$ cat config.mk
export PLATFORM = sky130hd
export DESIGN_NAME = bitwise_logic_pipe
export DESIGN_NICKNAME = d
export VERILOG_FILES = /design/src/rtl/bitwise_logic_pipe.sv
export SDC_FILE = /design/constraint.sdc
export NUM_CORES = 1
export LEC_CHECK = 0
export CAP_MARGIN = 20
export CORE_MARGIN = 1
export CORE_UTILIZATION = 55
export DETAILED_ROUTE_END_ITERATION = 6
export GPL_TIMING_DRIVEN = 0
export PLACE_DENSITY = 0.82
export SYNTH_ARGS = -nofsm -noshare
export SYNTH_HDL_FRONTEND = slang
export SYNTH_SLANG_ARGS = --single-unit
export TNS_END_PERCENT = 50
$ cat constraint.sdc
create_clock -name clk -period 4.29 [get_ports clk]
set_input_delay 0.858 -clock clk [delete_from_list [all_inputs] [get_ports clk]]
set_output_delay 0.858 -clock clk [all_outputs]
set_load 0.02 [all_outputs]
$ cat src/rtl/bitwise_logic_pipe.sv
// bitwise_logic_pipe: configurable two-operand bitwise operation with an
// output XOR mask, carried through a STAGES-deep valid/ready pipeline.
// Every accepted operand pair carries its own op/mask snapshot, so
// configuration writes never disturb items already in flight. A saturating
// counter records completed output handshakes for debug readback.
module bitwise_logic_pipe #(
    parameter int WIDTH  = 8,
    parameter int STAGES = 2,
    parameter int CNT_W  = 16
) (
    input  logic             clk,
    input  logic             rst,
    input  logic [WIDTH-1:0] in_a,
    input  logic [WIDTH-1:0] in_b,
    input  logic             in_valid,
    output logic             in_ready,
    input  logic             cfg_we,
    input  logic [2:0]       cfg_op,
    input  logic [WIDTH-1:0] cfg_mask,
    output logic [WIDTH-1:0] out_data,
    output logic             out_valid,
    input  logic             out_ready,
    output logic             busy,
    output logic [CNT_W-1:0] xfer_count
);

    logic [2:0]       r_op;
    logic [WIDTH-1:0] r_mask;

    logic             r_vld_p0;
    logic [WIDTH-1:0] r_a_p0;
    logic [WIDTH-1:0] r_b_p0;
    logic [2:0]       r_op_p0;
    logic [WIDTH-1:0] r_mask_p0;
    logic [WIDTH-1:0] w_res_p0;

    logic             w_en;
    logic             w_out_vld;
    logic [WIDTH-1:0] w_out_dat;
    logic             w_tail_busy;
    logic [CNT_W-1:0] r_cnt;

    function automatic logic [WIDTH-1:0] apply_op(input logic [2:0] op,
                                                  input logic [WIDTH-1:0] a,
                                                  input logic [WIDTH-1:0] b);
        case (op)
            3'd0:    return ~a;
            3'd1:    return a;
            3'd2:    return a & b;
            3'd3:    return a | b;
            3'd4:    return a ^ b;
            3'd5:    return ~(a & b);
            3'd6:    return ~(a | b);
            default: return ~(a ^ b);
        endcase
    endfunction

    function automatic logic [CNT_W-1:0] sat_inc(input logic [CNT_W-1:0] c);
        return (&c) ? c : c + 1'b1;
    endfunction

    // The whole pipeline moves together; it stalls only when the output
    // slot holds a result the consumer has not taken.
    assign w_en     = !(w_out_vld && !out_ready);
    assign in_ready = w_en;

    // Configuration registers; writes land regardless of pipeline stalls.
    always_ff @(posedge clk) begin
        if (rst) begin
            r_op   <= 3'd0;
            r_mask <= '0;
        end else if (cfg_we) begin
            r_op   <= cfg_op;
            r_mask <= cfg_mask;
        end
    end

    // ---- stage 0: capture operands with the op/mask in force before any
    // same-edge configuration write ----
    always_ff @(posedge clk) begin
        if (rst) begin
            r_vld_p0  <= 1'b0;
            r_a_p0    <= '0;
            r_b_p0    <= '0;
            r_op_p0   <= 3'd0;
            r_mask_p0 <= '0;
        end else if (w_en) begin
            r_vld_p0  <= in_valid;
            r_a_p0    <= in_a;
            r_b_p0    <= in_b;
            r_op_p0   <= r_op;
            r_mask_p0 <= r_mask;
        end
    end

    // Invalid slots carry zero so out_data reads 0 for bubbles and after reset.
    assign w_res_p0 = r_vld_p0 ? (apply_op(r_op_p0, r_a_p0, r_b_p0) ^ r_mask_p0) : '0;

    // ---- stages 1..STAGES-1: shift valid and result toward the output ----
    generate
        if (STAGES == 1) begin : g_single
            assign w_out_vld   = r_vld_p0;
            assign w_out_dat   = w_res_p0;
            assign w_tail_busy = 1'b0;
        end else begin : g_tail
            logic             r_vld_pk [1:STAGES-1];
            logic [WIDTH-1:0] r_res_pk [1:STAGES-1];

            // Result shift register; all stages hold together when stalled.
            always_ff @(posedge clk) begin
                if (rst) begin
                    for (int k = 1; k < STAGES; k++) begin
                        r_vld_pk[k] <= 1'b0;
                        r_res_pk[k] <= '0;
                    end
                end else if (w_en) begin
                    r_vld_pk[1] <= r_vld_p0;
                    r_res_pk[1] <= w_res_p0;
                    for (int k = 2; k < STAGES; k++) begin
                        r_vld_pk[k] <= r_vld_pk[k-1];
                        r_res_pk[k] <= r_res_pk[k-1];
                    end
                end
            end

            // Any valid slot beyond stage 0 keeps the block busy.
            always_comb begin
                w_tail_busy = 1'b0;
                for (int k = 1; k < STAGES; k++) begin
                    w_tail_busy = w_tail_busy | r_vld_pk[k];
                end
            end

            assign w_out_vld = r_vld_pk[STAGES-1];
            assign w_out_dat = r_res_pk[STAGES-1];
        end
    endgenerate

    // ---- output side: count completed handshakes, saturating ----
    always_ff @(posedge clk) begin
        if (rst) begin
            r_cnt <= '0;
        end else if (w_out_vld && out_ready) begin
            r_cnt <= sat_inc(r_cnt);
        end
    end

    assign out_valid  = w_out_vld;
    assign out_data   = w_out_dat;
    assign busy       = r_vld_p0 | w_tail_busy;
    assign xfer_count = r_cnt;

endmodule
== Yosys cells after proc, flatten, opt, wreduce, memory -nomap -nowiden ==
Memories as Yosys holds them, arrays and structs flattened.
Index checks and enable logic that the tools add are counted.
W data, S select, Z words.

* Reduce and logical (&&, ||, !) cells: 7
* Mux-type cells: 9
* Bitwise logic cells: 12
* Eq/ne operators: 6
* Add/subtract/negate cells: 1

{| class="wikitable"
|+ Operators by type and width
! kind !! count
|-
| $pmux W8 S7 || 1
|-
| $not A8 Y8 || 4
|-
| $add A16 B1 Y16 const B || 1
|-
| $mux W8 || 2
|-
| $reduce_and A16 Y1 || 1
|-
| $xor A8 B8 Y8 || 2
|-
| $eq A3 B3 Y1 const B || 3
|-
| $and A8 B8 Y8 || 1
|-
| $or A8 B8 Y8 || 1
|-
| $eq A3 B2 Y1 const B || 2
|-
| $mux W1 || 6
|-
| $eq A3 B1 Y1 const B || 1
|-
| $logic_not A3 Y1 || 1
|-
| $or A1 B1 Y1 || 3
|-
| $logic_and A1 B1 Y1 || 2
|-
| $logic_not A1 Y1 || 2
|-
| $reduce_and A2 Y1 || 1
|-
| $not A1 Y1 || 1
|}

* Input port bits: 32
* RAM bits: 9
* Output and inout port bits: 27
* Memories kept: 2
* Flip-flop bits (word level): 55
* Logic and storage cells: 45

{| class="wikitable"
|+ Memories
! name !! depth !! width !! read ports !! clocked after memory_dff !! wr ports !! line !! RTL
|-
| g_tail.r_res_pk || 1 || 8 || 1 || 0 || 1 || 107 || <nowiki>logic [WIDTH-1:0] r_res_pk [1:STAGES-1];</nowiki>
|-
| g_tail.r_vld_pk || 1 || 1 || 1 || 0 || 1 || 106 || <nowiki>logic r_vld_pk [1:STAGES-1];</nowiki>
|}

== Depth between registers and ports, before layout ==
Gate-level depths: netlist (run 1).

* Depth after elaboration: 6
* Mapped depth: 8
* Gate-level depth less buffers: 7

== Worst setup path after synthesis (run 1) ==
No wires, ideal clock.

* Path type: input port to output port
* From: input port out_ready
* To: output port in_ready
* Data required time: 3432 ps
* Arrival: 1375 ps
* Cell stages on the path: 3
* Setup slack: 2057 ps
* Path buffers: 1
* Cell sequence: nor2b_1 > inv_1 > clkbuf_1

* Cells in the longest elaborated chain, start to end: 3

{| class="wikitable"
|+ Ends and longest elaborated chain
! item !! line !! RTL
|-
| start, declared || 22 || <nowiki>input logic out_ready,</nowiki>
|-
| $logic_not A1 Y1 || 64 || <nowiki>assign w_en = !(w_out_vld && !out_ready);</nowiki>
|-
| $logic_and A1 B1 Y1 || 64 ||
|-
| $logic_not A1 Y1 || 64 ||
|-
| end, declared || 16 || <nowiki>output logic in_ready,</nowiki>
|}

Every way passes these cells.

== Final worst setup path (run 1) ==
Ends and elaborated chain as after synthesis.

==> flow_summary.html, run 1 <==
<table>
<tr><th>Metric</th><th>Value</th></tr>
<tr><th colspan="2">Die</th></tr>
<tr><td>Die X-Extent</td><td>81.1 µm</td></tr>
<tr><td>I/O pin cnt</td><td>59</td></tr>
<tr><td>Height of the die</td><td>81.1 µm</td></tr>
<tr><td>Core ar.</td><td>0.00599 mm²</td></tr>
<tr><td>Rows</td><td>28</td></tr>
<tr><td>Starting density of the core</td><td>0.574</td></tr>
<tr><td>Die Outline Area</td><td>0.00657 mm²</td></tr>
<tr><th colspan="2">Clock tree</th></tr>
<tr><td>Source-to-sink clock delay at the later pin of the worst-skew pair</td><td>340 ps</td></tr>
<tr><td>Clock tree from TritonCTS</td><td>done</td></tr>
<tr><td>Clock buffer count from CTS</td><td>9</td></tr>
<tr><td>Buffer depth of the longest clock path</td><td>2</td></tr>
<tr><td>TritonCTS Sinks</td><td>64</td></tr>
<tr><td>Number of setup buffers added after CTS</td><td>0</td></tr>
<tr><td>PostCTS Resize Cnt</td><td>0</td></tr>
<tr><td>Root Buffer Master</td><td>clkbuf_8</td></tr>
<tr><td>Maximum level of the CTS H-tree</td><td>3</td></tr>
<tr><td>Clock slew at reported path FFs</td><td>70 ps</td></tr>
<tr><td>Number of buffers inserted for hold repair after clock tree synthesis</td><td>0</td></tr>
<tr><th colspan="2">Synth</th></tr>
<tr><td>Post-synthesis area per instance</td><td>8.35 µm²</td></tr>
<tr><td>Number of synthesized register bits</td><td>64</td></tr>
<tr><td>Gate Count Post-Synth</td><td>412</td></tr>
<tr><td>Ys async rst share</td><td>0</td></tr>
<tr><td>Fraction of the yosys area taken by sequential cells</td><td>0.399</td></tr>
<tr><td>Count of flip-flops with a built-in enable after synthesis</td><td>9</td></tr>
<tr><td>Yosys warnings</td><td>0</td></tr>
<tr><td>Top_reg_cell synth</td><td>dfxtp_1</td></tr>
<tr><td>Net count after synthesis</td><td>461</td></tr>
<tr><td>Count of different cell masters after synthesis</td><td>50</td></tr>
<tr><td>Cell area after synthesis</td><td>0.00344 mm²</td></tr>
<tr><th colspan="2">Global routing</th></tr>
<tr><td>Global-route track usage on met2</td><td>0.474</td></tr>
<tr><td>Largest net degree at the start of global routing</td><td>12</td></tr>
<tr><td>Via count of the first global-routing pass</td><td>3053</td></tr>
<tr><td>Global-route wire length before repair</td><td>13800 µm</td></tr>
<tr><td>Final global-route overflow total</td><td>0</td></tr>
<tr><td>All-Layer GR Usage</td><td>0.277</td></tr>
<tr><td>GRT Max-Usage Layer</td><td>met2</td></tr>
<tr><td>Antenna violations before repair</td><td>0</td></tr>
<tr><td>Global-route met3 utilization</td><td>0.0483</td></tr>
<tr><td>M1 GR Usage</td><td>0.336</td></tr>
<tr><th colspan="2">Detailed routing</th></tr>
<tr><td>Post-detailed-route DRC marker count</td><td>0</td></tr>
<tr><td>Vias</td><td>3142</td></tr>
<tr><td>DRC violation total after the first TritonRoute iteration</td><td>260</td></tr>
<tr><td>Antenna Nets Post-Route</td><td>0</td></tr>
<tr><td>Routed WL per cell</td><td>14.9 µm</td></tr>
<tr><td>Post-detailed-route via-to-cell ratio</td><td>5.60</td></tr>
<tr><td>Pre-antenna DRT Iters</td><td>4</td></tr>
<tr><td>Overall routed net length</td><td>8360 µm</td></tr>
<tr><th colspan="2">STA</th></tr>
<tr><td>Max Freq</td><td>0.279 GHz</td></tr>
<tr><td>Final Hold Fails</td><td>0</td></tr>
<tr><td>Final Cycle Share</td><td>0.835</td></tr>
<tr><td>Slew @ Worst Pin</td><td>515 ps</td></tr>
<tr><td>Worst relative slew slack</td><td>0.653</td></tr>
<tr><td>RSZ-0062 raised after global routing</td><td>false</td></tr>
<tr><td>Clk_skew</td><td>6.45 ps</td></tr>
<tr><td>Clock period minus final worst setup slack</td><td>3580 ps</td></tr>
<tr><td>Max Slew Vio Count</td><td>0</td></tr>
<tr><td>Worst Setup Slack, final</td><td>706 ps</td></tr>
<tr><td>Total Neg Setup Slack</td><td>0 ps</td></tr>
<tr><td>Final-report setup violation count</td><td>0</td></tr>
<tr><th colspan="2">Power</th></tr>
<tr><td>Peak supply drop</td><td>0.214 mV</td></tr>
<tr><td>Power density relative to cell area</td><td>326 mW/mm²</td></tr>
<tr><td>Pleak</td><td>1.67 nW</td></tr>
<tr><th colspan="2">Critical path</th></tr>
<tr><td>Critical register-to-register path endpoint</td><td>g_tail.r_res_pk[1][0]</td></tr>
<tr><td>Arrival time of the worst setup path</td><td>2730 ps</td></tr>
<tr><td>Top fanout value on the critical path</td><td>10</td></tr>
<tr><td>CP startpoint kind</td><td>input port</td></tr>
<tr><td>Number of cells on the worst reg-to-reg path</td><td>6</td></tr>
<tr><td>FF-to-FF Start</td><td>r_a_p0[0]</td></tr>
<tr><td>CP Class</td><td>input port to output port</td></tr>
<tr><td>Critical path endpoint category</td><td>output port</td></tr>
<tr><td>Setup slack, reg-to-reg</td><td>2270 ps</td></tr>
<tr><td>Start point of the critical path</td><td>out_ready</td></tr>
<tr><td>Data required time of the critical path</td><td>3430 ps</td></tr>
<tr><td>Crit path to</td><td>in_ready</td></tr>
<tr><th colspan="2">Layout</th></tr>
<tr><td>Antenna fix cells</td><td>0</td></tr>
<tr><td>Final-layout fill cell count</td><td>471</td></tr>
<tr><td>Commonest cells after routing, fill and taps aside</td><td>nand2_1 (76), clkdlybuf4s50_1 (58), dfxtp_1 (55), a21oi_1 (41), nor2_1 (38)</td></tr>
<tr><td>Commonest non-fill, non-tap cell in the layout</td><td>nand2_1</td></tr>
<tr><td>Area added between synthesis and finish</td><td>25.9%</td></tr>
<tr><td>Proportion of layout cells with a drive suffix above 1</td><td>0.0720</td></tr>
<tr><td>Number of nets at the end of the flow</td><td>530</td></tr>
<tr><td>Final cell count without fillers</td><td>561</td></tr>
<tr><td>Final cell area excluding filler cells</td><td>0.00433 mm²</td></tr>
<tr><th colspan="2">Place</th></tr>
<tr><td>Pre-CTS setup slack</td><td>724 ps</td></tr>
<tr><td>Buffers on Ports</td><td>58</td></tr>
<tr><td>Routability-driven placement congestion ratio</td><td>0.905</td></tr>
<tr><td>Placed Area</td><td>0.00411 mm²</td></tr>
<tr><td>Dpl cells</td><td>545</td></tr>
<tr><td>Sum of net half-perimeters after detailed placement</td><td>6220 µm</td></tr>
<tr><th colspan="2">Job</th></tr>
<tr><td>Total of max-cap violations</td><td>0</td></tr>
<tr><th colspan="2">Run status</th></tr>
<tr><td>Run status</td><td>complete, no violations</td></tr>
<tr><th colspan="2">Worst hold path</th></tr>
<tr><td>Hold depth</td><td>2</td></tr>
<tr><td>Worst min-delay path class</td><td>flip-flop to flip-flop</td></tr>
</table>
area by class of cell:
type | count | area (µm²) | share of cell area
Buffer | 24 | 133 | 0.0306
Clock buffer | 12 | 166 | 0.0384
Clock inverter | 4 | 50.0 | 0.0116
Inverter | 21 | 78.8 | 0.0182
Multi-Input combinational cell | 303 | 1860 | 0.429
Sequential cell | 64 | 1370 | 0.317
Tap cell | 75 | 93.8 | 0.0217
Timing Repair Buffer | 58 | 581 | 0.134
logic make-up (layout without fill, tap and decap cells):
kind of cell / after synthesis / count (layout) / synth area share
AO/OA/AOI/OAI: 90 / 90 / 0.166
XOR/XNOR: 8 / 8 / 0.0204
adder cells (fa/ha/maj): 17 / 17 / 0.0618
buffers and inverters: 45 / 119 / 0.0615
flip-flops: 64 / 64 / 0.399
multiplexers: 23 / 23 / 0.0669
AND/OR/NAND/NOR: 165 / 165 / 0.225
Yosys cell counts (5+ instances only):
library cell	count	area, µm²
nand2_1	76	285
dfxtp_1	55	1100
a21oi_1	41	205
nor2_1	38	143
mux2i_1	23	230
inv_1	20	75.1
ha_1	17	213
nand2b_1	10	62.6
buf_2	9	45.0
edfxtp_1	9	270
o21ai_0	9	45.0
clkbuf_1	8	30.0
a211oi_1	7	52.6
a32oi_1	7	61.3
xnor2_1	6	52.6
nand3_1	5	25.0
nor2b_1	5	31.3
nor3_1	5	25.0
metrics by stage:
step / hold WS, ps / utilization / power [mW]
floorplan: 436 / - / 0.785
global placement: 448 / 0.687 / 0.856
detailed placement: 453 / 0.687 / 0.863
CTS: 464 / 0.723 / 1.41
global route: 470 / 0.723 / 1.46
finish: 464 / 0.723 / 1.41
worst min path at each step:
stage / from / slack [ps] / end
floorplan: r_mask[0] / 440 / r_mask_p0[0]
global placement: r_mask[6] / 450 / r_mask_p0[6]
detailed placement: r_mask[2] / 450 / r_mask_p0[2]
CTS: r_mask[2] / 460 / r_mask_p0[2]
global route: r_mask[2] / 470 / r_mask_p0[2]
finish: r_mask[2] / 460 / r_mask_p0[2]
state kept, by name (all words and copies together) (netlist names), 3 cells and up:
name,flops
g_tail.r_res_pk,8
r_a_p0,8
r_b_p0,8
r_mask,8
r_mask_p0,8
r_op,3
r_op_p0,3
xfer_count,16
critical path, stage by stage:
cell and delay (ps):
clkdlybuf4s50_1 560, nor2b_1 90, inv_1 120, clkbuf_1 390
clkdlybuf4s50_1 700
layer usage:
layer,vias to the layer above,share of wire
li1,1558,-
met1,1487,0.43
met2,78,0.50
met3,19,0.049
met4,0,0.022
met5,-,0
report_power, final:
part / switching [mW] / internal, mW
logic: 0.0991 / 0.0975
clock network: 0.238 / 0.319
registers: 0.0225 / 0.634
total: 0.360 / 1.05
No activity file was read; power rests on OpenSTA's default activity.
==> run 2, diff against run 1 <==
--- a/config.mk
+++ b/config.mk
@@ -7,10 +7,10 @@
 export LEC_CHECK = 0
 export CAP_MARGIN = 20
 export CORE_MARGIN = 1
-export CORE_UTILIZATION = 55
+export CORE_UTILIZATION = 48
 export DETAILED_ROUTE_END_ITERATION = 6
 export GPL_TIMING_DRIVEN = 0
-export PLACE_DENSITY = 0.82
+export PLACE_DENSITY = 0.76
 export SYNTH_ARGS = -nofsm -noshare
 export SYNTH_HDL_FRONTEND = slang
 export SYNTH_SLANG_ARGS = --single-unit
==> constraint.sdc (replaced) <==
create_clock -name clk -period 3 [get_ports clk]
set_input_delay 0.6 -clock clk [delete_from_list [all_inputs] [get_ports clk]]
set_output_delay 0.6 -clock clk [all_outputs]
set_load 0.02 [all_outputs]
==> flow_summary.html, run 2 (synthesized netlist as in run 1, its figures left out) <==
<table>
<tr><th>Metric</th><th>Value</th></tr>
<tr><th colspan="2">Layout</th></tr>
<tr><td>Final-layout fill cell count</td><td>607</td></tr>
<tr><td>Number of nets at the end of the flow</td><td>529</td></tr>
<tr><td>Max reg flops</td><td>16</td></tr>
<tr><td>Storage element area</td><td>0.00137 mm²</td></tr>
<tr><td>Antenna fix cells</td><td>0</td></tr>
<tr><td>Area added between synthesis and finish</td><td>25.7%</td></tr>
<tr><td>Commonest cells after routing, fill and taps aside</td><td>nand2_1 (76), clkdlybuf4s50_1 (58), dfxtp_1 (55), a21oi_1 (41), nor2_1 (38)</td></tr>
<tr><td>Proportion of layout cells with a drive suffix above 1</td><td>0.0722</td></tr>
<tr><td>Commonest non-fill, non-tap cell in the layout</td><td>nand2_1</td></tr>
<tr><td>Area of the multi-input gates</td><td>0.00186 mm²</td></tr>
<tr><td>Final Core Density</td><td>0.629</td></tr>
<tr><th colspan="2">Clock tree</th></tr>
<tr><td>Root Buffer Master</td><td>clkbuf_8</td></tr>
<tr><td>PostCTS Resize Cnt</td><td>0</td></tr>
<tr><td>Maximum level of the CTS H-tree</td><td>3</td></tr>
<tr><td>Clock slew at reported path FFs</td><td>60 ps</td></tr>
<tr><td>Number of buffers inserted for hold repair after clock tree synthesis</td><td>0</td></tr>
<tr><td>Clock tree from TritonCTS</td><td>done</td></tr>
<tr><td>TritonCTS Sinks</td><td>64</td></tr>
<tr><td>Clock buffer count from CTS</td><td>9</td></tr>
<tr><td>Buffer depth of the longest clock path</td><td>2</td></tr>
<tr><td>Number of setup buffers added after CTS</td><td>0</td></tr>
<tr><td>Source-to-sink clock delay at the later pin of the worst-skew pair</td><td>350 ps</td></tr>
<tr><th colspan="2">Global routing</th></tr>
<tr><td>Global-route wire length before repair</td><td>13500 µm</td></tr>
<tr><td>Antenna violations before repair</td><td>0</td></tr>
<tr><td>Final global-route overflow total</td><td>0</td></tr>
<tr><td>All-Layer GR Usage</td><td>0.235</td></tr>
<tr><td>Via count of the first global-routing pass</td><td>2906</td></tr>
<tr><td>Largest net degree at the start of global routing</td><td>13</td></tr>
<tr><th colspan="2">Detailed routing</th></tr>
<tr><td>Routed WL per cell</td><td>14.2 µm</td></tr>
<tr><td>Top sig layer</td><td>met4</td></tr>
<tr><td>Routed length on met3</td><td>400 µm</td></tr>
<tr><td>Vias</td><td>3118</td></tr>
<tr><td>Wl on met1</td><td>3720 µm</td></tr>
<tr><td>Post-detailed-route via-to-cell ratio</td><td>5.37</td></tr>
<tr><td>Antenna Nets Post-Route</td><td>0</td></tr>
<tr><td>DRC violation total after the first TritonRoute iteration</td><td>165</td></tr>
<tr><td>Overall routed net length</td><td>8260 µm</td></tr>
<tr><td>Pre-antenna DRT Iters</td><td>4</td></tr>
<tr><td>Met2 wire length</td><td>4020 µm</td></tr>
<tr><td>Post-detailed-route DRC marker count</td><td>0</td></tr>
<tr><th colspan="2">Power</th></tr>
<tr><td>Internal power</td><td>1.43 mW</td></tr>
<tr><td>Power density relative to cell area</td><td>448 mW/mm²</td></tr>
<tr><td>Reported net switching power</td><td>0.510 mW</td></tr>
<tr><td>Proportion of total power due to net switching</td><td>0.263</td></tr>
<tr><td>Pleak</td><td>1.66 nW</td></tr>
<tr><td>Peak supply drop</td><td>0.296 mV</td></tr>
<tr><td>Fraction of power consumed by sequential logic</td><td>0.485</td></tr>
<tr><td>Proportion of power drawn by the clock network</td><td>0.371</td></tr>
<tr><td>Total power of the final layout</td><td>1.93 mW</td></tr>
<tr><td>Fraction of power consumed by combinational cells</td><td>0.144</td></tr>
<tr><th colspan="2">Critical path</th></tr>
<tr><td>Worst path buffer plus inverter count</td><td>3</td></tr>
<tr><td>Critical path's largest stage delay</td><td>680 ps</td></tr>
<tr><td>Critical path endpoint category</td><td>output port</td></tr>
<tr><td>Data required time of the critical path</td><td>2400 ps</td></tr>
<tr><td>CP cell instances</td><td>clkdlybuf4s50_1 -&gt; nor2b_1 -&gt; inv_1 -&gt; clkdlybuf4s50_1</td></tr>
<tr><td>Arrival time of the worst setup path</td><td>2260 ps</td></tr>
<tr><td>Cell occurring most often along the worst timing path</td><td>clkdlybuf4s50_1</td></tr>
<tr><td>CP max-delay cell</td><td>clkdlybuf4s50_1</td></tr>
<tr><td>CP startpoint kind</td><td>input port</td></tr>
<tr><td>CP Class</td><td>input port to output port</td></tr>
<tr><td>Cell family with most CP delay</td><td>buffers and inverters</td></tr>
<tr><td>Top fanout value on the critical path</td><td>12</td></tr>
<tr><th colspan="2">Run status</th></tr>
<tr><td>Run status</td><td>complete, no violations</td></tr>
<tr><th colspan="2">STA</th></tr>
<tr><td>Max Slew Vio Count</td><td>0</td></tr>
<tr><td>Worst relative slew slack</td><td>0.662</td></tr>
<tr><td>Final worst hold slack</td><td>462 ps</td></tr>
<tr><td>RSZ-0062 raised after global routing</td><td>false</td></tr>
<tr><td>Clock period minus final worst setup slack</td><td>2860 ps</td></tr>
<tr><td>Final Hold Fails</td><td>0</td></tr>
<tr><td>Slew @ Worst Pin</td><td>508 ps</td></tr>
<tr><td>Final-report setup violation count</td><td>0</td></tr>
<tr><td>Max Freq</td><td>0.349 GHz</td></tr>
<tr><td>Clk_skew</td><td>8.15 ps</td></tr>
<tr><td>Final Cycle Share</td><td>0.955</td></tr>
<tr><th colspan="2">Die</th></tr>
<tr><td>I/O pin cnt</td><td>59</td></tr>
<tr><td>Height of the die</td><td>86.7 µm</td></tr>
<tr><td>Core ar.</td><td>0.00687 mm²</td></tr>
<tr><td>Rows</td><td>30</td></tr>
<tr><td>Starting density of the core</td><td>0.501</td></tr>
<tr><td>Die X-Extent</td><td>86.7 µm</td></tr>
<tr><td>Die Outline Area</td><td>0.00751 mm²</td></tr>
<tr><th colspan="2">Place</th></tr>
<tr><td>Sum of net half-perimeters after detailed placement</td><td>6110 µm</td></tr>
<tr><td>Routability-driven placement congestion ratio</td><td>0.847</td></tr>
<tr><td>Buffers on Ports</td><td>58</td></tr>
<tr><th colspan="2">Worst hold path</th></tr>
<tr><td>Worst min-delay path class</td><td>flip-flop to flip-flop</td></tr>
<tr><th colspan="2">Job</th></tr>
<tr><td>Total of max-cap violations</td><td>0</td></tr>
</table>
run 2: cell types whose count changed in the layout (fill, tap and decap cells not counted), sizes merged:
cell | previous run | this run
inv | 20 | 21
clkinvlp | 2 | 1
clkbuf | 20 | 17
clkinv | 2 | 4
run 2: final cells by class:
cell class                      instances  area share
Inverter                               21      0.0182
Clock buffer                           10      0.0295
Timing Repair Buffer                   58       0.134
Sequential cell                        64       0.317
Tap cell                               96      0.0278
Multi-Input combinational cell        303       0.430
Buffer                                 23      0.0298
Clock inverter                          6      0.0136
run 2: power by group through the flow:
stage / logic (mW) / clock network, mW / registers (mW)
after CTS: 0.278 / 0.727 / 0.939
after global placement: 0.268 / 0 / 0.956
after floorplan: 0.163 / 0 / 0.959
after detailed placement: 0.277 / 0 / 0.958
final: 0.278 / 0.718 / 0.939
after global routing: 0.307 / 0.762 / 0.944
run 2: through the flow:
step	cell area (µm²)	cells	setup WS (ps)	setup TNS (ps)
2_1_floorplan	3440	412	1210	0
6_report	4320	581	136	0
3_5_place_dp	4140	566	-78.2	-78.2
3_3_place_gp	4140	566	-40.5	-40.5
4_1_cts	4320	581	96.4	0
5_1_grt	4320	581	13.2	0
run 2: path summary, 6_finish.rpt:
path / slack (ps) / endpoint / from / cells past startpoint
worst max-delay path: 140 / in_ready / out_ready / 4
worst min-delay path: 460 / r_mask_p0[4] / r_mask_p0[4] / 2
worst max register to register: 910 / g_tail.r_res_pk[1][0] / g_tail.r_vld_pk[1] / 7
worst min register to register: 460 / r_mask_p0[4] / r_mask_p0[4] / 2
run 2: worst register-to-register path, stage by stage, from the launching register on:
cell	delay, ps
edfxtp_1	490
nor2b_1	240
inv_1	220
nand3b_2	250
clkinv_1	250
nand2_1	130
a21oi_1	40
a31o_2	220
run 2: metal layers:
layer  global-route usage  up-vias
li1                     -     1565
met1                0.292     1471
met2                0.402       72
met3               0.0590       10
met4               0.0667        0
met5                    0        -
==> run 3, diff against run 2 <==
--- a/config.mk
+++ b/config.mk
@@ -10,7 +10,7 @@
 export CORE_UTILIZATION = 48
 export DETAILED_ROUTE_END_ITERATION = 6
 export GPL_TIMING_DRIVEN = 0
-export PLACE_DENSITY = 0.76
+export PLACE_DENSITY = 0.82
 export SYNTH_ARGS = -nofsm -noshare
 export SYNTH_HDL_FRONTEND = slang
 export SYNTH_SLANG_ARGS = --single-unit
==> flow_summary.html, run 3 (synthesized netlist as in run 1, its figures left out) <==
<table>
<tr><th>Metric</th><th>Value</th></tr>
<tr><th colspan="2">Clock tree</th></tr>
<tr><td>Maximum level of the CTS H-tree</td><td>3</td></tr>
<tr><td>Buffer depth of the longest clock path</td><td>2</td></tr>
<tr><td>Clock tree from TritonCTS</td><td>done</td></tr>
<tr><td>Root Buffer Master</td><td>clkbuf_8</td></tr>
<tr><td>Clock slew at reported path FFs</td><td>70 ps</td></tr>
<tr><td>TritonCTS Sinks</td><td>64</td></tr>
<tr><td>PostCTS Resize Cnt</td><td>0</td></tr>
<tr><td>Number of setup buffers added after CTS</td><td>0</td></tr>
<tr><td>Clock buffer count from CTS</td><td>9</td></tr>
<tr><td>Source-to-sink clock delay at the later pin of the worst-skew pair</td><td>350 ps</td></tr>
<tr><td>Number of buffers inserted for hold repair after clock tree synthesis</td><td>0</td></tr>
<tr><th colspan="2">Power</th></tr>
<tr><td>Power density relative to cell area</td><td>457 mW/mm²</td></tr>
<tr><td>Pleak</td><td>1.67 nW</td></tr>
<tr><td>Total power of the final layout</td><td>1.98 mW</td></tr>
<tr><td>Peak supply drop</td><td>0.345 mV</td></tr>
<tr><th colspan="2">Die</th></tr>
<tr><td>Starting density of the core</td><td>0.501</td></tr>
<tr><td>Die X-Extent</td><td>86.7 µm</td></tr>
<tr><td>Height of the die</td><td>86.7 µm</td></tr>
<tr><td>I/O pin cnt</td><td>59</td></tr>
<tr><td>Core ar.</td><td>0.00687 mm²</td></tr>
<tr><td>Die Outline Area</td><td>0.00751 mm²</td></tr>
<tr><td>Rows</td><td>30</td></tr>
<tr><th colspan="2">Global routing</th></tr>
<tr><td>Antenna violations before repair</td><td>0</td></tr>
<tr><td>Largest net degree at the start of global routing</td><td>13</td></tr>
<tr><td>All-Layer GR Usage</td><td>0.245</td></tr>
<tr><td>Global-route wire length before repair</td><td>14100 µm</td></tr>
<tr><td>Via count of the first global-routing pass</td><td>3034</td></tr>
<tr><td>Final global-route overflow total</td><td>0</td></tr>
<tr><th colspan="2">Detailed routing</th></tr>
<tr><td>Overall routed net length</td><td>8620 µm</td></tr>
<tr><td>Antenna Nets Post-Route</td><td>0</td></tr>
<tr><td>Routed WL per cell</td><td>14.9 µm</td></tr>
<tr><td>Post-detailed-route DRC marker count</td><td>0</td></tr>
<tr><td>Post-detailed-route via-to-cell ratio</td><td>5.58</td></tr>
<tr><td>DRC violation total after the first TritonRoute iteration</td><td>256</td></tr>
<tr><td>Pre-antenna DRT Iters</td><td>5</td></tr>
<tr><td>Vias</td><td>3236</td></tr>
<tr><th colspan="2">Layout</th></tr>
<tr><td>Number of nets at the end of the flow</td><td>529</td></tr>
<tr><td>Proportion of layout cells with a drive suffix above 1</td><td>0.0723</td></tr>
<tr><td>Area of the multi-input gates</td><td>0.00186 mm²</td></tr>
<tr><td>Commonest cells after routing, fill and taps aside</td><td>nand2_1 (76), clkdlybuf4s50_1 (58), dfxtp_1 (55), a21oi_1 (41), nor2_1 (38)</td></tr>
<tr><td>Max reg flops</td><td>16</td></tr>
<tr><td>Commonest non-fill, non-tap cell in the layout</td><td>nand2_1</td></tr>
<tr><td>Final cell count without fillers</td><td>580</td></tr>
<tr><td>Antenna fix cells</td><td>0</td></tr>
<tr><td>Storage element area</td><td>0.00137 mm²</td></tr>
<tr><td>Final Core Density</td><td>0.632</td></tr>
<tr><td>Area added between synthesis and finish</td><td>26.2%</td></tr>
<tr><td>Final-layout fill cell count</td><td>578</td></tr>
<tr><td>Final cell area excluding filler cells</td><td>0.00434 mm²</td></tr>
<tr><th colspan="2">Place</th></tr>
<tr><td>Pre-CTS setup slack</td><td>-43.8 ps</td></tr>
<tr><td>Placed Area</td><td>0.00414 mm²</td></tr>
<tr><td>Sum of net half-perimeters after detailed placement</td><td>6150 µm</td></tr>
<tr><td>Dpl cells</td><td>566</td></tr>
<tr><td>Buffers on Ports</td><td>58</td></tr>
<tr><td>Routability-driven placement congestion ratio</td><td>0.872</td></tr>
<tr><th colspan="2">Critical path</th></tr>
<tr><td>Top fanout value on the critical path</td><td>12</td></tr>
<tr><td>CP startpoint kind</td><td>input port</td></tr>
<tr><td>FF-to-FF Start</td><td>g_tail.r_vld_pk[1]</td></tr>
<tr><td>Data required time of the critical path</td><td>2400 ps</td></tr>
<tr><td>Setup slack, reg-to-reg</td><td>800 ps</td></tr>
<tr><td>Critical register-to-register path endpoint</td><td>g_tail.r_res_pk[1][0]</td></tr>
<tr><td>CP Class</td><td>input port to output port</td></tr>
<tr><td>Crit path to</td><td>in_ready</td></tr>
<tr><td>Critical path endpoint category</td><td>output port</td></tr>
<tr><td>Number of cells on the worst reg-to-reg path</td><td>7</td></tr>
<tr><td>Start point of the critical path</td><td>out_ready</td></tr>
<tr><td>Arrival time of the worst setup path</td><td>2220 ps</td></tr>
<tr><th colspan="2">STA</th></tr>
<tr><td>Clk_skew</td><td>4.50 ps</td></tr>
<tr><td>Final Hold Fails</td><td>0</td></tr>
<tr><td>Total Neg Setup Slack</td><td>0 ps</td></tr>
<tr><td>Clock period minus final worst setup slack</td><td>2820 ps</td></tr>
<tr><td>Worst relative slew slack</td><td>0.650</td></tr>
<tr><td>Slew @ Worst Pin</td><td>524 ps</td></tr>
<tr><td>Final worst hold slack</td><td>463 ps</td></tr>
<tr><td>Final-report setup violation count</td><td>0</td></tr>
<tr><td>RSZ-0062 raised after global routing</td><td>false</td></tr>
<tr><td>Max Freq</td><td>0.355 GHz</td></tr>
<tr><td>Final Cycle Share</td><td>0.939</td></tr>
<tr><td>Max Slew Vio Count</td><td>0</td></tr>
<tr><td>Worst Setup Slack, final</td><td>182 ps</td></tr>
<tr><th colspan="2">Worst hold path</th></tr>
<tr><td>Worst min-delay path class</td><td>flip-flop to flip-flop</td></tr>
<tr><th colspan="2">Job</th></tr>
<tr><td>Total of max-cap violations</td><td>0</td></tr>
<tr><th colspan="2">Run status</th></tr>
<tr><td>Run status</td><td>complete, no violations</td></tr>
</table>
## run 3: changes by cell type in the layout (fill, tap and decap cells not counted), sizes merged
cell	previous run	this run
clkinv	4	3
## run 3: worst min path at each step
stage                    from            to  slack (ps)  depth (start not counted)
CTS                 r_mask[0]  r_mask_p0[0]         460                          2
global placement    r_mask[5]  r_mask_p0[5]         440                          2
finish              r_mask[4]  r_mask_p0[4]         460                          2
global route          r_op[1]    r_op_p0[1]         490                          2
floorplan           r_mask[0]  r_mask_p0[0]         440                          2
detailed placement  r_mask[4]  r_mask_p0[4]         450                          2
## run 3: critical path, stage by stage
cell and delay [ps]:
clkdlybuf4s50_1 540, nor2b_1 90, inv_1 300, clkdlybuf4s50_1 680
## run 3: area by class of cell
cell class              instances  area share
well taps                      96      0.0277
flip-flops and latches         64       0.316
inverters                      21      0.0182
clock inverters                 5      0.0124
clock buffers                  10      0.0343
multi-input cells             303       0.428
plain buffers                  23      0.0297
repair buffers                 58       0.134
## run 3: routing by layer
| layer | vias up | GRT usage | part of all wire |
|---|---|---|---|
| met3 | 22 | 0.0476 | 0.047 |
| li1 | 1565 | - | - |
| met4 | 0 | 0.114 | 0.030 |
| met1 | 1540 | 0.305 | 0.44 |
| met5 | - | 0 | 0 |
| met2 | 109 | 0.408 | 0.48 |
## run 3: power by group
part	total, mW	switching [mW]	internal (mW)
Combinational	0.281	0.142	0.139
Sequential	0.939	0.0318	0.907
Clock	0.764	0.338	0.427
Total	1.98	0.511	1.47
